==> src/rtl/shared_buffer_vc_lists_if.sv <==
// rtl/shared_buffer_vc_lists_if.sv - push/pop/tracker signal bundle for shared_buffer_vc_lists
interface shared_buffer_vc_lists_if #(
   parameter int memory_bank_depth = 32,
   parameter int memory_bank_width = 64,
   parameter int num_vcs           = 4
);
   localparam int memory_addr_width = $clog2(memory_bank_depth);
   localparam int vc_idx_width      = $clog2(num_vcs);

   logic                         push_valid;
   logic [vc_idx_width-1:0]      push_vc;
   logic [memory_bank_width-1:0] push_data;
   logic                         push_ready;
   logic                         pop_valid;
   logic [vc_idx_width-1:0]      pop_vc;
   logic [memory_bank_width-1:0] pop_data;
   logic                         pop_data_valid;
   logic [num_vcs-1:0]           vc_empty;
   logic [memory_addr_width-1:0] alloc_slot;
   logic                         free_list_empty;
   logic                         free_list_full;
   logic                         alloc_enable;
   logic                         free_enable;
   logic [memory_addr_width-1:0] freed_slot;

   modport slave (
      input  push_valid, push_vc, push_data, pop_valid, pop_vc,
             alloc_slot, free_list_empty, free_list_full,
      output push_ready, pop_data, pop_data_valid, vc_empty,
             alloc_enable, free_enable, freed_slot
   );

   modport master (
      output push_valid, push_vc, push_data, pop_valid, pop_vc,
             alloc_slot, free_list_empty, free_list_full,
      input  push_ready, pop_data, pop_data_valid, vc_empty,
             alloc_enable, free_enable, freed_slot
   );
endinterface

==> src/rtl/shared_buffer_vc_lists.sv <==
// rtl/shared_buffer_vc_lists.sv - per-VC linked lists over a shared flit buffer fed by a free-slot tracker
module shared_buffer_vc_lists #(
   parameter int memory_bank_depth = 32,
   parameter int memory_bank_width = 64,
   parameter int num_vcs           = 4
) (
   input logic                    clk,
   input logic                    reset,
   shared_buffer_vc_lists_if.slave bus
);
   localparam int memory_addr_width = $clog2(memory_bank_depth);
   localparam int vc_idx_width      = $clog2(num_vcs);
   localparam int count_width       = memory_addr_width + 1;

   logic [memory_addr_width-1:0] r_head [num_vcs];
   logic [memory_addr_width-1:0] r_tail [num_vcs];
   logic [count_width-1:0]       r_count [num_vcs];
   logic [memory_bank_width-1:0] r_data_ram [memory_bank_depth];
   logic [memory_addr_width-1:0] r_next_ram [memory_bank_depth];
   logic [memory_bank_width-1:0] r_pop_data;
   logic                         r_pop_data_valid;

   logic                         w_push_acc;
   logic                         w_pop_acc;
   logic                         w_link;
   logic [memory_addr_width-1:0] w_pop_head;
   logic [num_vcs-1:0]           w_push_hit;
   logic [num_vcs-1:0]           w_pop_hit;
   logic [num_vcs-1:0]           w_vc_empty;
   logic                         w_unused_ok;

   always_comb begin
      w_vc_empty = '0;
      w_push_hit = '0;
      w_pop_hit  = '0;
      for (int v = 0; v < num_vcs; v++) begin
         w_vc_empty[v] = (r_count[v] == '0);
      end
      w_push_acc = bus.push_valid && !bus.free_list_empty;
      w_pop_acc  = bus.pop_valid && !w_vc_empty[bus.pop_vc];
      w_pop_head = r_head[bus.pop_vc];
      for (int v = 0; v < num_vcs; v++) begin
         w_push_hit[v] = w_push_acc && (bus.push_vc == vc_idx_width'(v));
         w_pop_hit[v]  = w_pop_acc  && (bus.pop_vc  == vc_idx_width'(v));
      end
      // Append behind the old tail only if the list is still non-empty after this cycle's pop;
      // otherwise the new slot becomes head and tail directly (covers the count==1 bypass).
      w_link = w_push_acc &&
               ((r_count[bus.push_vc] - count_width'(w_pop_hit[bus.push_vc])) != '0);
   end

   assign bus.push_ready     = !bus.free_list_empty;
   assign bus.alloc_enable   = w_push_acc;
   assign bus.free_enable    = w_pop_acc;
   assign bus.freed_slot     = w_pop_acc ? w_pop_head : '0;
   assign bus.vc_empty       = w_vc_empty;
   assign bus.pop_data       = r_pop_data;
   assign bus.pop_data_valid = r_pop_data_valid;

   // The tracker's full flag carries no action here.
   assign w_unused_ok = &{1'b0, bus.free_list_full};

   always_ff @(posedge clk or negedge reset) begin
      if (!reset) begin
         for (int v = 0; v < num_vcs; v++) begin
            r_head[v]  <= '0;
            r_tail[v]  <= '0;
            r_count[v] <= '0;
         end
         r_pop_data       <= '0;
         r_pop_data_valid <= 1'b0;
      end else begin
         r_pop_data_valid <= w_pop_acc;
         if (w_pop_acc) begin
            r_pop_data <= r_data_ram[w_pop_head];
         end
         for (int v = 0; v < num_vcs; v++) begin
            r_count[v] <= r_count[v] + count_width'(w_push_hit[v]) - count_width'(w_pop_hit[v]);
            if (w_push_hit[v] && !w_link) begin
               r_head[v] <= bus.alloc_slot;
               r_tail[v] <= bus.alloc_slot;
            end else begin
               if (w_push_hit[v]) begin
                  r_tail[v] <= bus.alloc_slot;
               end
               if (w_pop_hit[v]) begin
                  r_head[v] <= r_next_ram[r_head[v]];
               end
            end
         end
      end
   end

   // Storage is left uninitialised; list state alone defines which entries are live.
   always_ff @(posedge clk) begin
      if (w_push_acc) begin
         r_data_ram[bus.alloc_slot] <= bus.push_data;
         if (w_link) begin
            r_next_ram[r_tail[bus.push_vc]] <= bus.alloc_slot;
         end
      end
   end
endmodule

==> src/flat_wrapper.sv <==
// flat-port wrapper written by rule: the top's interface ports become plain ports
module shared_buffer_vc_lists_flat 
#(
   parameter int memory_bank_depth = 32,
   parameter int memory_bank_width = 64,
   parameter int num_vcs           = 4
)
  (clk, reset, bus_push_valid, bus_push_vc, bus_push_data, bus_pop_valid, bus_pop_vc, bus_alloc_slot, bus_free_list_empty, bus_free_list_full, bus_push_ready, bus_pop_data, bus_pop_data_valid, bus_vc_empty, bus_alloc_enable, bus_free_enable, bus_freed_slot);
  shared_buffer_vc_lists_if #(.memory_bank_depth(memory_bank_depth), .memory_bank_width(memory_bank_width), .num_vcs(num_vcs)) bus_i ();
  input logic clk;
  input logic reset;
  input wire logic [$bits(bus_i.push_valid)-1:0] bus_push_valid;
  input wire logic [$bits(bus_i.push_vc)-1:0] bus_push_vc;
  input wire logic [$bits(bus_i.push_data)-1:0] bus_push_data;
  input wire logic [$bits(bus_i.pop_valid)-1:0] bus_pop_valid;
  input wire logic [$bits(bus_i.pop_vc)-1:0] bus_pop_vc;
  input wire logic [$bits(bus_i.alloc_slot)-1:0] bus_alloc_slot;
  input wire logic [$bits(bus_i.free_list_empty)-1:0] bus_free_list_empty;
  input wire logic [$bits(bus_i.free_list_full)-1:0] bus_free_list_full;
  output wire logic [$bits(bus_i.push_ready)-1:0] bus_push_ready;
  output wire logic [$bits(bus_i.pop_data)-1:0] bus_pop_data;
  output wire logic [$bits(bus_i.pop_data_valid)-1:0] bus_pop_data_valid;
  output wire logic [$bits(bus_i.vc_empty)-1:0] bus_vc_empty;
  output wire logic [$bits(bus_i.alloc_enable)-1:0] bus_alloc_enable;
  output wire logic [$bits(bus_i.free_enable)-1:0] bus_free_enable;
  output wire logic [$bits(bus_i.freed_slot)-1:0] bus_freed_slot;
  assign bus_i.push_valid = bus_push_valid;
  assign bus_i.push_vc = bus_push_vc;
  assign bus_i.push_data = bus_push_data;
  assign bus_i.pop_valid = bus_pop_valid;
  assign bus_i.pop_vc = bus_pop_vc;
  assign bus_i.alloc_slot = bus_alloc_slot;
  assign bus_i.free_list_empty = bus_free_list_empty;
  assign bus_i.free_list_full = bus_free_list_full;
  assign bus_push_ready = bus_i.push_ready;
  assign bus_pop_data = bus_i.pop_data;
  assign bus_pop_data_valid = bus_i.pop_data_valid;
  assign bus_vc_empty = bus_i.vc_empty;
  assign bus_alloc_enable = bus_i.alloc_enable;
  assign bus_free_enable = bus_i.free_enable;
  assign bus_freed_slot = bus_i.freed_slot;
  shared_buffer_vc_lists #(.memory_bank_depth(memory_bank_depth), .memory_bank_width(memory_bank_width), .num_vcs(num_vcs)) u_core (.clk(clk), .reset(reset), .bus(bus_i));
endmodule
==> config.mk <==
export PLATFORM = sky130hd
export DESIGN_NAME = shared_buffer_vc_lists_flat
export DESIGN_NICKNAME = d
export VERILOG_FILES = /design/src/rtl/shared_buffer_vc_lists_if.sv /design/src/rtl/shared_buffer_vc_lists.sv /design/src/flat_wrapper.sv
export SDC_FILE = /design/constraint.sdc
export NUM_CORES = 2
export LEC_CHECK = 0
export CAP_MARGIN = 20
export CORE_ASPECT_RATIO = 1.5
export CORE_MARGIN = 5
export CORE_UTILIZATION = 50
export DETAILED_ROUTE_END_ITERATION = 6
export PLACE_DENSITY_LB_ADDON = 0.12
export SKIP_CTS_REPAIR_TIMING = 1
export SLEW_MARGIN = 20
export SYNTH_ARGS = -nofsm -noshare
export SYNTH_HDL_FRONTEND = slang
export SYNTH_SLANG_ARGS = --single-unit
export TNS_END_PERCENT = 5
==> constraint.sdc <==
create_clock -name clk -period 3.6 [get_ports clk]
set_input_delay 0.54 -clock clk [delete_from_list [all_inputs] [get_ports clk]]
set_output_delay 0.54 -clock clk [all_outputs]
set_load 0.01 [all_outputs]
==> impl_metrics.tcl <==
set metrics [dict create \
    status "complete, but fails checks" \
    violations "setup timing" \
    finalClockSkew_ps 57.96 \
    startpoint_type "register" \
    rsz0062_at_grt "yes" \
    ios 156 \
    detail-route-antenna-nets 0 \
    drt_first_pass_iters 6 \
    dp.cells 8510 \
    synth_fa_ha_area_share_pct 0.5140 \
    drc 0 \
    antenna_found_initial 20 \
    grt_overflow 0 \
    drtIter0Drc 5088 \
    multi_input_area_um2 24590 \
    timing.final.hold_violations 0 \
    cap_violations 0 \
    finalCritPeriodShare_pct 103.1 \
    seq_area_frac_synth_pct 72.50 \
    clk_latency_ps 880 \
    routed_wl_um 262100 \
    final_util_pct 57.99 \
    cts_tree "built" \
    grtUsageTotal_pct 25.71 \
    vias_per_cell 6.156 \
    synthArstFlopShare_pct 5.520 \
    yosysMostFrequentCell "edfxtp_1" \
    worstPathMaxFanout 10 \
    fmax_mhz 269.4 \
    port_buffers 154 \
    cellLeakagePower_nw 37.31 \
    die_h_um 546.4 \
    hold_ws_ps 182.9 \
    synthSimpleGateAreaFrac_pct 6.194 \
    area_growth_syn_to_layout_pct 15.80 \
    synth_cell_types 63 \
    synth_cells 5856 \
    coreArea_um2 191500 \
    dpl.hpwl_um 154200 \
    peakVddDrop_mv 0.5039 \
    post_drt_wl_per_cell_um 29.40 \
    path_class "reg -> out" \
    worstMarginPinSlew_ps 1177 \
    synth.area.top_cells "edfxtp_1 (69%), mux4_2 (5.0%), mux2i_1 (4.4%), dfrtp_1 (3.4%), nand2_1 (2.9%)" \
    synth_top_family_by_area "multiplexers" \
    grt_pass1_wl_um 380400 \
    synth-seq-cells 2337 \
    clkTransAtPathRegs_ps 70 \
    synth_edf_count 2208 \
    gp_congestion 0.8653 \
    mappedNetlistArea_um2 95910 \
    critPathRequiredTime_ps 3060 \
    synthMuxAreaShare_pct 10.96 \
    die_w_um 367.6 \
    initial_core_util_pct 50.08 \
    dp_worst_setup_slack_ps -220.0 \
    yosys_warnings 0 \
    cts.sinks 2337 \
    std_cell_rows 197 \
    synth_compound_area_share_pct 7.431 \
    hold_class "in -> reg" \
    nFillCells 14520 \
    syn_nets 5972 \
    crit_arrival_ps 3170 \
    power_mw 83.90 \
    grt_pass1_vias 56090 \
    syn_area_per_cell_um2 16.38 \
    cts_buffers 216 \
    nNetsFinal 6358 \
    vias 54880 \
    slew_headroom_pct 21.27 \
    htreeDepth 4 \
    final_cells 8915 \
    endpoint_kind "primary output" \
    fin_crit_ps 3711 \
    setup_ws_ps -111.3 \
    power_density_nw_per_um2 755.4 \
    clockBufferDepth 4 \
    grt_max_degree 74 \
    yosysTopAreaCell "edfxtp_1" \
    synth_ff_type "edfxtp_1" \
    setup_viol 1 \
    yosys-top-cells-count "edfxtp_1 (2208), nand2_1 (733), mux2i_1 (426), nor2b_1 (271), a211oi_1 (270)" \
    regArea_um2 69540 \
    synth-xor-area-share_pct 0.1735 \
    drv_slew 0 \
    drive_above_1_share_pct 18.51 \
    clockRootBuffer "clkbuf_16" \
    die_area_um2 200900 \
    yosysTopAreaCellShare_pct 69.13 \
]
-- where the power goes --
part           internal [mW]  switching, mW  total [mW]
logic                   12.4           16.7        29.1
registers               30.6          0.839        31.5
clock network           13.4           9.90        23.3
-- per-stage QoR --
stage | area, µm² | TNS [ps]
floorplan | 95910 | -1682410
finish | 111100 | -111.3
global placement | 103900 | -9005
global route | 111100 | -791.9
detailed placement | 103900 | -14260
CTS | 111100 | -2323
-- worst max-delay path, stage by stage, from the launching register on --
cell	delay, ps
dfrtp_1	390
inv_1	80
ha_1	190
and4bb_2	260
mux2_2	280
o22a_4	220
buf_6	170
inv_2	100
buf_12	120
nand2_1	60
buf_4	170
inv_1	100
clkbuf_2	150
-- cell usage in the layout, fill, tap and decap left out, drive strengths merged, types with 10 or more instances in the layout --
cell / count
o22ai: 32
o31ai: 20
a221oi: 33
nor2: 98
diode: 11
a311oi: 116
clkbuf: 289
a32oi: 169
mux2: 128
nand2: 733
o21ai: 90
nand3: 127
o221ai: 23
nor2b: 271
clkdlybuf4s50: 120
inv: 59
mux2i: 426
o32ai: 39
clkinv: 69
a222oi: 15
ha: 33
a21oi: 54
a31oi: 38
edfxtp: 2208
clkinvlp: 10
xor2: 10
a32o: 15
dfrtp: 129
buf: 451
nor3: 30
mux4: 213
bufinv: 23
a211oi: 270
-- worst paths after layout --
check | start | endpoint | slack, ps | cells after the start
max | u_core.r_count[8]$_DFF_PN0_ | bus_freed_slot[4] | -110 | 12
min reg2reg | u_core.r_tail[13]$_DFFE_PN0P_ | u_core.r_tail[13]$_DFFE_PN0P_ | 510 | 1
max in group asynchronous | reset | u_core.bus.pop_data[60]$_DFFE_PN0P_ | 2410 | 3
max reg2reg | u_core.r_count[8]$_DFF_PN0_ | u_core.r_next_ram[24][2]$_DFFE_PP_ | 130 | 12
min in group asynchronous | reset | u_core.bus.pop_data[41]$_DFFE_PN0P_ | 350 | 2
min | bus_push_data[1] | u_core.r_data_ram[3][1]$_DFFE_PP_ | 180 | 1
-- cell type report --
| cell class | instances | share of cell area (%) |
|---|---|---|
| inverters | 54 | 0.1825 |
| flip-flops and latches | 2337 | 62.61 |
| diodes | 11 | 0.02478 |
| well taps | 2487 | 2.802 |
| multi-input cells | 3054 | 22.14 |
| repair buffers | 579 | 5.748 |
| clock buffers | 286 | 5.432 |
| clock inverters | 107 | 1.056 |
-- flip-flops by register name, summed over array words and instances (netlist names) --
register,cells
u_core.r_data_ram,2048
u_core.bus.pop_data,64
u_core.r_count,24
u_core.bus.pop_data_valid,1
u_core.r_head,20
u_core.r_next_ram,160
u_core.r_tail,20
-- kinds of logic after synthesis --
logic type / Yosys count
AO/OA/AOI/OAI: 934
flip-flops: 2337
adder cells (fa/ha/maj): 37
AND/OR/NAND/NOR: 1297
XOR/XNOR: 19
multiplexers: 767
buffers and inverters: 465
-- per-layer routing --
metal	routed length, µm	GRT usage (%)	share of wire, %
met1	99650	31.44	38
met2	138900	46.81	53
met4	9316	9.096	3.6
met3	14250	3.459	5.4
met5	41	0	0.016
Power figures use the tool's default switching activity.
